--- src/rtl/uart_tx_arbiter.sv ---
// rtl/uart_tx_arbiter.sv - round-robin packet arbiter onto a single UART TX byte stream
// A grant is held for a whole packet (last, burst limit or idle timeout); output path is one register.
module uart_tx_arbiter #(
   parameter int NUM_REQ      = 4,
   parameter int MAX_BURST    = 16,
   parameter int IDLE_TIMEOUT = 64
) (
   input  logic                       clk,
   input  logic                       reset,
   input  logic [NUM_REQ-1:0]         req_valid,
   input  logic [8*NUM_REQ-1:0]       req_data,
   input  logic [NUM_REQ-1:0]         req_last,
   output logic [NUM_REQ-1:0]         req_ready,
   output logic [7:0]                 to_uart_data,
   output logic                       to_uart_valid,
   output logic                       to_uart_error,
   input  logic                       to_uart_ready,
   output logic [$clog2(NUM_REQ)-1:0] grant_idx,
   output logic                       busy
);

   localparam int GW = $clog2(NUM_REQ);
   localparam int BW = $clog2(MAX_BURST + 1);

   typedef enum logic {IDLE, XFER} state_e;

   state_e        state_q, state_d;
   logic [GW-1:0] rr_ptr_q, rr_ptr_d;
   logic [GW-1:0] grant_q, grant_d;
   logic [BW-1:0] burst_q, burst_d;
   logic [7:0]    idle_q, idle_d;
   logic          out_valid_q, out_valid_d;
   logic [7:0]    out_data_q, out_data_d;

   logic          pick_found;
   logic [GW-1:0] pick_idx;
   logic          can_load;
   logic          accept;
   logic          uart_xfer;
   logic          release_pkt;

   // First valid requester at or after rr_ptr, wrapping modulo NUM_REQ.
   always_comb begin : rr_search
      logic [GW-1:0] cand;
      pick_found = 1'b0;
      pick_idx   = '0;
      cand       = '0;
      for (int k = 0; k < NUM_REQ; k++) begin
         cand = GW'((int'(rr_ptr_q) + k) % NUM_REQ);
         if (!pick_found && req_valid[cand]) begin
            pick_found = 1'b1;
            pick_idx   = cand;
         end
      end
   end

   always_comb begin
      state_d     = state_q;
      rr_ptr_d    = rr_ptr_q;
      grant_d     = grant_q;
      burst_d     = burst_q;
      idle_d      = idle_q;
      out_valid_d = out_valid_q;
      out_data_d  = out_data_q;
      req_ready   = '0;
      accept      = 1'b0;
      release_pkt = 1'b0;
      uart_xfer   = out_valid_q & to_uart_ready;
      can_load    = ~out_valid_q | to_uart_ready;

      case (state_q)
         IDLE: begin
            if (pick_found) begin
               state_d = XFER;
               grant_d = pick_idx;
               burst_d = '0;
               idle_d  = '0;
            end
         end
         XFER: begin
            req_ready[grant_q] = can_load;
            accept             = req_valid[grant_q] & can_load;
            if (accept) begin
               burst_d     = burst_q + 1'b1;
               release_pkt = req_last[grant_q] | (burst_q == BW'(MAX_BURST - 1));
            end
            // Counters stop at their threshold because reaching it always releases.
            if (req_valid[grant_q]) begin
               idle_d = '0;
            end else begin
               idle_d = idle_q + 8'd1;
               if (idle_q == 8'(IDLE_TIMEOUT - 1)) begin
                  release_pkt = 1'b1;
               end
            end
            if (release_pkt) begin
               state_d  = IDLE;
               rr_ptr_d = (grant_q == GW'(NUM_REQ - 1)) ? '0 : grant_q + 1'b1;
            end
         end
         default: state_d = IDLE;
      endcase

      if (accept) begin
         out_valid_d = 1'b1;
         out_data_d  = req_data[{grant_q, 3'b000} +: 8];
      end else if (uart_xfer) begin
         out_valid_d = 1'b0;
      end
   end

   always_ff @(posedge clk or negedge reset) begin
      if (!reset) begin
         state_q     <= IDLE;
         rr_ptr_q    <= '0;
         grant_q     <= '0;
         burst_q     <= '0;
         idle_q      <= '0;
         out_valid_q <= 1'b0;
         out_data_q  <= '0;
      end else begin
         state_q     <= state_d;
         rr_ptr_q    <= rr_ptr_d;
         grant_q     <= grant_d;
         burst_q     <= burst_d;
         idle_q      <= idle_d;
         out_valid_q <= out_valid_d;
         out_data_q  <= out_data_d;
      end
   end

   assign to_uart_data  = out_data_q;
   assign to_uart_valid = out_valid_q;
   assign to_uart_error = 1'b0;
   assign grant_idx     = grant_q;
   assign busy          = (state_q == XFER) | out_valid_q;

endmodule

--- config.mk ---
export PLATFORM = sky130hd
export DESIGN_NAME = uart_tx_arbiter
export DESIGN_NICKNAME = d
export VERILOG_FILES = /design/src/rtl/uart_tx_arbiter.sv
export SDC_FILE = /design/constraint.sdc
export NUM_CORES = 1
export LEC_CHECK = 0
export CORE_UTILIZATION = 40
export DETAILED_ROUTE_END_ITERATION = 7
export PLACE_DENSITY_LB_ADDON = 0.25
export SYNTH_ARGS = -nofsm -noshare
export SYNTH_HDL_FRONTEND = slang
export SYNTH_SLANG_ARGS = --single-unit
--- constraint.sdc ---
create_clock -name clk -period 2.2 [get_ports clk]
set_input_delay 0.33 -clock clk [delete_from_list [all_inputs] [get_ports clk]]
set_output_delay 0.33 -clock clk [all_outputs]
set_load 0.05 [all_outputs]
After elaboration in Yosys (flattened, before gate mapping)

Cells that the tools add are included.

Register bits after elaboration: 27
Latch bits: 0
Memory bits (writable): 0
Bits in read-only memories: 0
Input bits: 43
Output and inout bits: 17
Word-level logic and storage cells: 84
Memories kept: 0

Add/subtract/negate cells: 6
$mul: 0
Divide/modulo/power cells: 0
$lt $le $gt $ge: 6
Equality and inequality tests: 5
Shifts and indexed selects: 1
Multiplexer cells: 40
Bitwise operators: 8
Reductions and logical operators: 11

Operator list:

| kind                                                        | number |
|---|---|
| indexed part select 32 x 6 -> 8 bit                         | 1 |
| 2-to-1 mux 1 bit                                            | 20 |
| 2-to-1 mux 8 bit                                            | 2 |
| case mux 8 bit (2 select lines)                             | 1 |
| less-than comparator 2 x 3 -> 1 bit (second input constant) | 5 |
| binary-select mux 1 bit (select 2 bit)                      | 6 |
| 2-to-1 mux 2 bit                                            | 5 |
| 2-to-1 mux 5 bit                                            | 2 |
| case mux 5 bit (2 select lines)                             | 1 |
| adder 8 x 1 -> 8 bit (second input constant)                | 1 |
| equality test 8 x 6 -> 1 bit (second input constant)        | 1 |
| AND reduction 2 bit                                         | 3 |
| adder 5 x 1 -> 5 bit (second input constant)                | 1 |
| equality test 5 x 4 -> 1 bit (second input constant)        | 1 |
| adder 2 x 1 -> 2 bit (second input constant)                | 2 |
| adder 2 bit (second input constant)                         | 2 |
| AND 4 bit                                                   | 1 |
| logical AND 1 bit                                           | 4 |
| 2-to-1 mux 4 bit                                            | 1 |
| zero test 1 bit                                             | 3 |
| bitwise OR 1 bit                                            | 3 |
| AND 1 bit                                                   | 2 |
| demux 1 bit (select 2 bit)                                  | 1 |
| equality test 2 bit (second input constant)                 | 1 |
| 6 further kinds                                             | 7 |

Logic depth before layout (Yosys ltp)

Depth in word-level cells: 14
Gate-level depth with buffers: 6
Gate-level depth less buffers: 6

Least setup slack after synthesis

No wires, ideal clock.

Kind: register to register
From: register grant_q[0], in the netlist grant_idx[0]
To: register rr_ptr_q[0]
Library setup time: 0.128 ns
Arrival time: 2.426 ns
Required time: 2.072 ns
Path slack: -0.353 ns
Cell stages (with the launch flop): 6
Path buffers: 1
Clock period less this slack: 2.553 ns
Path through: dfrtp_1 > mux4_2 > or2_0 > buf_6 > o41ai_4 > mux2_1

Cells in the longest elaborated chain, start to end: 8
Elaborated cells on any way between the ends: 14
Those cells by class: 1 x add/sub; 1 x eq/ne; 9 x mux; 2 x bitwise; 1 x reduce/logical

Ends and longest elaborated chain:

| item                                                      | line       | RTL |
|---|---|---|
| from (decl)                                               | 29         | `logic [GW-1:0] grant_q, grant_d;` |
| from (signal assigned)                                    | 124        | `grant_q <= grant_d;` |
| binary-select mux 1 bit (select 2 bit) (on tied branches) | 85, 82, 88 |  |
| 2-to-1 mux 1 bit (on tied branches)                       | 85, 82, 88 |  |
| bitwise OR 1 bit or AND 1 bit (tied branches)             | 85, 82     |  |
| 2-to-1 mux 1 bit                                          | 83         | `if (accept) begin` |
| 2-to-1 mux 1 bit                                          | 92         | `if (idle_q == 8'(IDLE_TIMEOUT - 1)) begin` |
| 2-to-1 mux 1 bit                                          | 88         | `if (req_valid[grant_q]) begin` |
| 2-to-1 mux 1 bit                                          | 71         | `case (state_q)` |
| AND reduction 2 bit (no source line)                      | -          |  |
| to (signal assigned)                                      | 123        | `rr_ptr_q <= rr_ptr_d;` |
| to (decl)                                                 | 28         | `logic [GW-1:0] rr_ptr_q, rr_ptr_d;` |

Parallel ways exist; a longest one is shown, timed or not. The select of a mux whose other input is x is not followed.
A chain may end at the register's enable or synchronous reset.

Final worst setup path

From: input req_valid[3]
To: register rr_ptr_q[0]

Cells in the longest elaborated chain, start to end: 8

Ends and longest elaborated chain:

| item                                     | line   | RTL |
|---|---|---|
| from (decl)                              | 10     | `input logic [NUM_REQ-1:0] req_valid,` |
| binary-select mux 1 bit (select 2 bit) * | 82, 88 |  |
| 2-to-1 mux 1 bit (implied by the code) * | 82, 88 |  |
| AND 1 bit                                | 82     | `accept = req_valid[grant_q] & can_load;` |
| 2-to-1 mux 1 bit                         | 83     |  |
| 2-to-1 mux 1 bit                         | 92     |  |
| 2-to-1 mux 1 bit *                       | 88     |  |
| 2-to-1 mux 1 bit *                       | 71     |  |
| AND reduction 2 bit (no source line) *   | -      |  |

Mark *: on every way between the ends. The rest lies on a longest branch, timed or not. The select of a mux whose other input is x is not followed.

==> flow_summary.yaml <==
status:
  status: "finished clean"
power_and_ir_drop:
  total_power_mw: 3.097
  p_leak_nw: 1.057
  powerDensity_mw_per_mm2: 1271
  ir_worst_vdd_v: 0.0006004
setup_path:
  required_ns: 2.36
  crit_chain: "clkdlybuf4s50_1 > mux4_2 > or2_0 > o41ai_4 > mux2_1"
  slowest_stage: "mux4_2"
  arrival_ns: 2.15
  crit_type: "in2reg"
  reg2regPathDepth: 4
  timing.rr.end: "rr_ptr_q[0]"
  worstSetupStartpointType: "input port"
  r2r-start: "grant_idx[0]"
  cpPeakStageDelay_ns: 0.48
  cp-end-kind: "flip-flop"
  reg2reg_slack_ns: 0.22
  crit_fanout: 3
global_routing:
  grt-ovfl-total: 0
  grt_max_degree: 28
  grt_pass1_wl_mm: 6.810
  antenna_found_initial: 0
  grt_pass1_vias: 1529
  grt_usage_pct: 20.83
placed_design:
  port_buffers: 58
  dpl.hpwl_mm: 3.115
  numPlacedInstances: 257
  gp_congestion: 0.7951
sta:
  rsz0062_at_grt: "no"
  min_period_ns: 1.999
  timing.fmax_mhz: 500.2
  finalClockSkew_ns: 0.01146
  slew_headroom_pct: 65.65
  fin_setup_tns_ns: 0
  finalHoldViolCount: 0
  worst_pin_slew_ns: 0.5137
  fin_crit_sh_pct: 90.87
  slew_violations: 0
  setup_violations: 0
final_layout:
  n_antenna_cell: 0
  drive_gt1_share_pct: 20.19
  syn_to_final_growth_pct: 48.63
  nFillCells: 282
  final_common_cell: "clkdlybuf4s50_1"
  nets: 264
  instances_no_fill: 261
  utilization_pct: 64.13
  final_cell_mix: "clkdlybuf4s50_1 (51), dfrtp_1 (26), o21ai_0 (14)"
clock_tree:
  clk_pin_slew_worst_paths_ns: 0.10
  clkLatencyLatePin_ns: 0.28
  clockRootBuffer: "clkbuf_8"
  cts_tree: "done"
  h-tree-depth: 1
  cts_buffer_depth: 2
  cts_made_buffers: 3
  post_cts_buffers: 0
  cts.sinks: 27
floorplan:
  boundaryPins: 60
  fp-row-count: 22
  die-area_mm2: 0.004358
  die_x_um: 66.02
  initial_core_util_pct: 43.15
  die_h_um: 66.02
  core_mm2: 0.003799
logic_synthesis:
  syn_area_per_cell_um2: 11.15
  ys_types: 40
  synthFlopType: "dfrtp_1"
  ys_seq_elements: 27
  synth_edf_count: 0
  yosys.area.top_type: "dfrtp_1"
  syn_area_mm2: 0.001639
  async_flop_share_pct: 100.0
  synthTopCellsByArea: "dfrtp_1 (41%), mux4_2 (12%), mux2_2 (5.5%)"
  yosysWarnings: 0
  netlist.area_leader.share_pct: 41.22
  netlist_instances: 147
  yosysSeqAreaShare_pct: 41.22
  syn-num-nets: 197
drt:
  vias: 1419
  drtPass1Iterations: 4
  wirelength_mm: 3.824
  ant_nets: 0
  post_drt_wl_per_cell_um: 14.65
  drtIter0Drc: 55
  via_per_inst: 5.437
  drc: 0
run:
  maxCapViolCount: 0
min_path:
  hp-class: "in2async"
==> how the worst max path moves through the flow <==
stage                  from     endpoint  cells after the start
2_1_floorplan  grant_idx[0]  rr_ptr_q[0]                      5
3_3_place_gp   req_valid[3]  rr_ptr_q[1]                      5
3_5_place_dp   req_valid[2]  rr_ptr_q[0]                      5
4_1_cts             state_q         busy                      2
5_1_grt        req_valid[3]  rr_ptr_q[0]                      5
6_report       req_valid[3]  rr_ptr_q[0]                      5
==> final cells by class <==
type	instances	area, µm²	area share (%)
multi-input combinational	102	883.3	36.26
clock buffer	3	41.29	1.695
timing repair buffer	71	733.2	30.10
sequential	27	676.9	27.79
inverter	9	33.78	1.387
tap	48	60.06	2.465
clock inverter	1	7.507	0.3082
==> state kept, by name, indices dropped and copies added (netlist names) <==
| register | flops |
|---|---|
| idle_q | 8 |
| to_uart_data | 8 |
| burst_q | 5 |
| grant_idx | 2 |
| rr_ptr_q | 2 |
| state_q | 1 |
| to_uart_valid | 1 |
==> timing repair <==
item / CTS / global route
resized for setup: 0 / 2
endpoints found under the setup margin: 0 / 2
hold buffers: 0 / 0
==> synth_stat cells (all sizes together), types with 3 or more instances <==
cell,n
inv,9
o21ai,14
xor2,4
buf,5
and3,8
dfrtp,27
ha,7
mux4,10
nor3,3
nor2,5
nand3,6
mux2,10
nand2,10
or2,3
clkbuf,4
==> stage by stage <==
stage               setup slack [ns]  instance area (µm²)  hold WS [ns]
global route                  0.1209                 2436        0.4384
detailed placement          -0.09108                 2382        0.4970
CTS                          0.01827                 2431        0.4290
finish                        0.2008                 2436        0.4098
global placement            -0.03578                 2382        0.4828
floorplan                   -0.07813                 1640       0.03441
==> per-layer routing <==
layer / wire, µm / track usage (%)
met4: 45 / 6.383
met2: 1988 / 37.63
met5: 0 / 0
met1: 1529 / 23.31
met3: 261 / 6.207
==> cell families (layout without fill, tap and decap cells) <==
logic type	Yosys count	in the layout	share of synthesized area, %
adders and majority gates	7	7	5.343
muxes	21	21	21.45
AOI/OAI and AO/OA	26	26	11.07
other	1	1	0.2288
xor gates and xnor gates	5	5	2.672
buffers and inverters	18	84	4.885
and+or+nand+nor	42	42	13.13
DFF	27	27	41.22
==> critical path: cells and delay by family <==
| kind | cells | cell delay [ns] |
|---|---|---|
| mux | 2 | 0.84 |
| buf+inv | 1 | 0.41 |
| simple gates | 1 | 0.28 |
| compound gates | 1 | 0.30 |
==> power breakdown <==
part	total (mW)	switching, mW	internal [mW]	leakage, nW
Sequential	0.846	0.165	0.681	0.339
Combinational	1.96	1.06	0.899	0.696
Clock	0.290	0.161	0.129	0.0217
Total	3.10	1.39	1.71	1.06
(Power assumes the default switching activity.)
==> RTL change 1: new RTL, same settings <==
`out_data_q` no longer has a reset.
--- a/src/rtl/uart_tx_arbiter.sv
+++ b/src/rtl/uart_tx_arbiter.sv
@@ -117,7 +117,6 @@
          burst_q     <= '0;
          idle_q      <= '0;
          out_valid_q <= 1'b0;
-         out_data_q  <= '0;
       end else begin
          state_q     <= state_d;
          rr_ptr_q    <= rr_ptr_d;
@@ -125,8 +124,11 @@
          burst_q     <= burst_d;
          idle_q      <= idle_d;
          out_valid_q <= out_valid_d;
-         out_data_q  <= out_data_d;
       end
+   end
+
+   always_ff @(posedge clk) begin
+      out_data_q <= out_data_d;
    end
 
    assign to_uart_data  = out_data_q;
Function: differs if reset is asserted again (counterexample within 4 cycles, from zero or initial values and one cycle with reset low); with reset held inactive, the same outputs for 4 cycles.
==> RTL change 1 against the original RTL <==
Sequential cell count unchanged. Largest cell class unchanged. Routed wire length down 2.4%. Via count down 10%. Critical path type is now reg2out. Synthesized area down 4.4%. Clock skew down 0.0073 ns. Final area down 6.0%. Power down 7.3%. Sequential share of layout area up 3.5 points. Register-to-register slack better by 0.08 ns. Final cell count down 7.3%. Setup slack worse by 0.15 ns.
==> RTL change 1: results (changes against the original RTL) <==
synthesis:
  synth.net_count: 181  # was 197
  synth_top_cells_by_count: "19 x dfrtp_1, 11 x nand2_1, 8 x edfxtp_1, 8 x mux4_2"  # was 27 x dfrtp_1, 14 x o21ai_0, 10 x nand2_1
  yosysWarningCount: 0  # unchanged
  synth.yosys.seq_area_share_pct: 45.7  # was 41.2%
  top_cells_by_area_synth: "dfrtp_1 30%, edfxtp_1 15%, mux4_2 12%, ha_1 5.6%, mux4_1 3.4%"  # was dfrtp_1 41%, mux4_2 12%, mux2_2 5.5%, ha_1 5.3%, o21ai_0 4.3%
  synth_cell_type_count: 37  # was 40
  synth_edf_count: 8  # was 0
  fraction_of_synthesized_area_in_multiplexers_pct: 19.6  # was 21.5%
  synth_compound_gate_area_share_pct: 9.42  # was 11.1%
  synthXorXnorAreaFrac_pct: 0.559  # was 2.67%
  postSynth.asyncResetShare_pct: 70.4  # was 100%
  syn_area_per_cell_um2: 12.0  # was 11.2 um^2
  synth_fa_ha_area_share_pct: 5.59  # was 5.34%
global_routing:
  grt_pass1_vias: 1335  # was 1529
  maximum_number_of_pins_on_one_net_before_global_route_repair: 20  # was 28
  grt_pass1_wl_um: 6290  # was 6810 um
  grt_use_total_pct: 19.7  # was 20.8%
final_layout:
  final_cell_count_no_fill: 242  # was 261
  multiInputCombCellCount: 91  # was 102
  layout.nonclk_buf_share_pct: 28.6  # was 30.1%
  final_layout_size_suffix_gt1_share_pct: 15.5  # was 20.2%
  layout.area.seq_um2: 716  # was 677 um^2
  nonClockInverterCount: 7  # was 9
  nNonClkBuffers: 65  # was 71
  multi_input_combinational_area_share_pct: 34.4  # was 36.3%
  clk_share_pct: 1.97  # was 2.00%
  fill_cells: 315  # was 282
  final_net_count: 245  # was 264
  seq_area_share_pct: 31.3  # was 27.8%
  clockBufferCount: 4  # was 3
place:
  post-dp-hpwl_um: 3010  # was 3120 um
  placement.io_buffers: 58  # unchanged
  detailedPlace.worstSlack_ns: -0.00444  # was -0.0911 ns
  routabilityCongestion: 0.793  # was 0.795
  dpl-instance-area_um2: 2240  # was 2380 um^2
min_path:
  hold_class: "in2async"  # unchanged
pwr:
  p_leak_nw: 0.978  # was 1.06 nW
  max-vdd-ir-drop_mv: 0.928  # was 0.600 mV
detailed_routing:
  wl_per_cell_um: 15.4  # was 14.7 um
  first_pass_iters: 4  # unchanged
  avgViaCountPerCell: 5.27  # was 5.44
  number_of_drc_markers_after_the_initial_detailed_route_iteration: 31  # was 55
status:
  status: "completed"  # unchanged
cts:
  clock_latency_on_the_worst_skew_pair_ns: 0.26  # was 0.28 ns
  cts_post_setup_buffers_inserted: 0  # unchanged
  htreeDepth: 1  # unchanged
  cts.clk_slew.worst_paths_ns: 0.09
  cts_repair_resize_count: 0  # unchanged
worst_setup_path:
  worstPathArrival_ns: 1.82  # was 2.15 ns
  worstPathMaxFanout: 11  # was 3
  rr_worst_depth: 4  # unchanged
timing:
  skew_ns: 0.00419  # was 0.0115 ns
  max-slew-margin-rel_pct: 65.1  # was 65.6%
RTL change 1: routing by layer:
| metal | part of all wire (%) | global-route usage, % |
|---|---|---|
| met2 | 50 | 32.8 |
| met1 | 45 | 27.3 |
| met5 | 0 | 0 |
| met4 | 0.96 | 5.83 |
| met3 | 3.5 | 2.11 |
RTL change 1: path summary, 6_finish.rpt:
kind	startpoint	slack (ns)	endpoint
hold / removal	reset	0.41	burst_q[2]
min in group clk	burst_q[3]	0.48	burst_q[3]
setup / recovery	state_q	0.05	busy
setup reg to reg	grant_idx[0]	0.30	rr_ptr_q[1]
max in group asynchronous	reset	1.58	grant_idx[1]
hold reg to reg	burst_q[3]	0.48	burst_q[3]
RTL change 1: worst max-delay path: stages, from the launching register on:
cell             delay, ns
dfrtp_1               0.52
or2_2                 0.34
clkdlybuf4s50_1       0.70
RTL change 1: where the power goes:
part | switching [mW] | internal, mW
clock network | 0.145 | 0.129
logic | 0.981 | 0.714
registers | 0.158 | 0.746
==> RTL change 2: new RTL, config.mk and constraints unchanged <==
Made on the original files. Set the parameter `MAX_BURST` to 8 (it was 16).
--- a/src/rtl/uart_tx_arbiter.sv
+++ b/src/rtl/uart_tx_arbiter.sv
@@ -2,7 +2,7 @@
 // A grant is held for a whole packet (last, burst limit or idle timeout); output path is one register.
 module uart_tx_arbiter #(
    parameter int NUM_REQ      = 4,
-   parameter int MAX_BURST    = 16,
+   parameter int MAX_BURST    = 8,
    parameter int IDLE_TIMEOUT = 64
 ) (
    input  logic                       clk,
Formal check against the unedited RTL: same outputs for any inputs over 4 cycles, from zero or initial values and one cycle with reset low; that may be too few to reach the edited logic, so the function may still have changed.
==> RTL change 2 against the original RTL <==
Power up 4.6%. Worst hold slack better by 0.0039 ns. Count of clock-buffer cells in the layout rose by 1. Clock skew down 0.0065 ns. Combinational power up 7%. Sequential share of layout area shrank 0.57 points. Sequential cell count down 1. Synthesized area shrank 3.3%. Setup slack worse by 0.10 ns. Register-to-register slack better by 0.08 ns. Routed wire length up 1.3%. Final area decreased by 1.7%.
==> RTL change 2: results (changes against the original RTL) <==
status:
  status: "completed"  # unchanged
cts:
  htreeDepth: 1  # unchanged
  cts-root-buf: "clkbuf_8"  # unchanged
global_routing:
  maximum_number_of_pins_on_one_net_before_global_route_repair: 27  # was 28
  antenna_violations_before_repair: 0  # unchanged
  grt_pass1_vias: 1489  # was 1529
  grt_pass1_wl_um: 6530  # was 6810 um
  grt_use_total_pct: 20.8  # about the same
worst_setup_path:
  max_stage_delay_ns: 0.83  # was 0.48 ns
  slowest_stage: "clkdlybuf4s50_1"  # was mux4_2
  rr_worst_depth: 5  # was 4
  startpoint: "grant_idx[0]"  # was req_valid[3]
  crit_family: "buffers and inverters"  # was multiplexers
  worstPathMaxFanout: 10  # was 3
place:
  routabilityCongestion: 0.864  # was 0.795
  post-dp-hpwl_um: 3100  # was 3120 um
detailed_routing:
  routed_via_count: 1362  # was 1419
  wl_um: 3870  # was 3820 um
  number_of_drc_markers_after_the_initial_detailed_route_iteration: 84  # was 55
synthesis:
  synth.yosys.seq_area_share_pct: 41.0  # was 41.2%
  synth.net_count: 186  # was 197
  synth_cell_type_count: 41  # was 40
  top_cells_by_area_synth: "dfrtp_1 41%, mux4_2 13%, mux2_2 6.4%, ha_1 4.7%, o21ai_0 3.2%"  # was dfrtp_1 41%, mux4_2 12%, mux2_2 5.5%, ha_1 5.3%, o21ai_0 4.3%
  synth_top_cells_by_count: "26 x dfrtp_1, 10 x o21ai_0, 9 x mux2_2, 9 x mux4_2, 8 x nor2_1"  # was 27 x dfrtp_1, 14 x o21ai_0, 10 x nand2_1
timing:
  max-slew-margin-rel_pct: 66.2  # was 65.6%
  skew_ns: 0.00500  # was 0.0115 ns
final_layout:
  final_layout_size_suffix_gt1_share_pct: 21.8  # was 20.2%
  final_net_count: 256  # was 264
pwr:
  p_leak_nw: 1.02  # was 1.06 nW
  max-vdd-ir-drop_mv: 0.631  # was 0.600 mV
RTL change 2: cell count changes in the layout (fill, tap and decap cells not counted), moves of 2 or more:
cell / change
nand2_1: -4
o21ai_0: -4
inv_1: -3
nand3_1: -3
nand3b_1: +3
nor2_1: +3
xor2_1: -3
a22o_1: +2
clkdlybuf4s50_1: +2
dlymetal6s2s_1: -2
mux2_1: -2
mux2_4: +2
xnor2_1: +2
RTL change 2: metal layers:
| metal | GRT usage, % | part of all wire (%) |
|---|---|---|
| met5 | 0 | 0 |
| met4 | 8.06 | 1.9 |
| met1 | 22.1 | 38 |
| met2 | 39.7 | 55 |
| met3 | 3.87 | 4.6 |
RTL change 2: where the power goes:
part           leakage (nW)  switching, mW  internal (mW)
clock network        0.0288          0.158          0.160
registers             0.325          0.157          0.663
logic                 0.671           1.11          0.994
total                  1.02           1.42           1.82
RTL change 2: worst paths after layout:
check / slack (ns) / to
hold reg to reg: 0.51 / to_uart_data[5]
max in group asynchronous: 1.51 / grant_idx[0]
setup / recovery: 0.1 / grant_idx[0]
min in group clk: 0.51 / to_uart_data[5]
hold / removal: 0.41 / idle_q[4]
setup reg to reg: 0.30 / idle_q[3]
RTL change 2: cell families (layout without fill, tap and decap cells):
logic type / count (synthesis) / in the layout / share of synthesized area [%]
AOI/OAI and AO/OA: 22 / 22 / 9.63
xor gates and xnor gates: 4 / 4 / 2.21
adders and majority gates: 6 / 6 / 4.74
buffers and inverters: 12 / 81 / 3.63
DFF: 26 / 26 / 41.0
muxes: 22 / 22 / 23.4
other: 1 / 1 / 0.237
and+or+nand+nor: 44 / 44 / 15.2
RTL change 2: cell type report:
| type | instances | area [um^2] |
|---|---|---|
| timing repair buffer | 71 | 728 |
| tap | 48 | 60.1 |
| inverter | 6 | 22.5 |
| fill | 328 | 1350 |
| multi-input combinational | 99 | 877 |
| sequential | 26 | 652 |
| clock buffer | 4 | 55.1 |
RTL change 2: metrics by stage:
step | power, mW | setup slack, ns | instances
global placement | 2.88 | 0.0488 | 250
floorplan | 2.16 | 0.0582 | 137
CTS | 3.26 | 0.0753 | 254
detailed placement | 2.94 | 0.00955 | 250
global route | 3.42 | 0.0408 | 254
finish | 3.24 | 0.0985 | 254
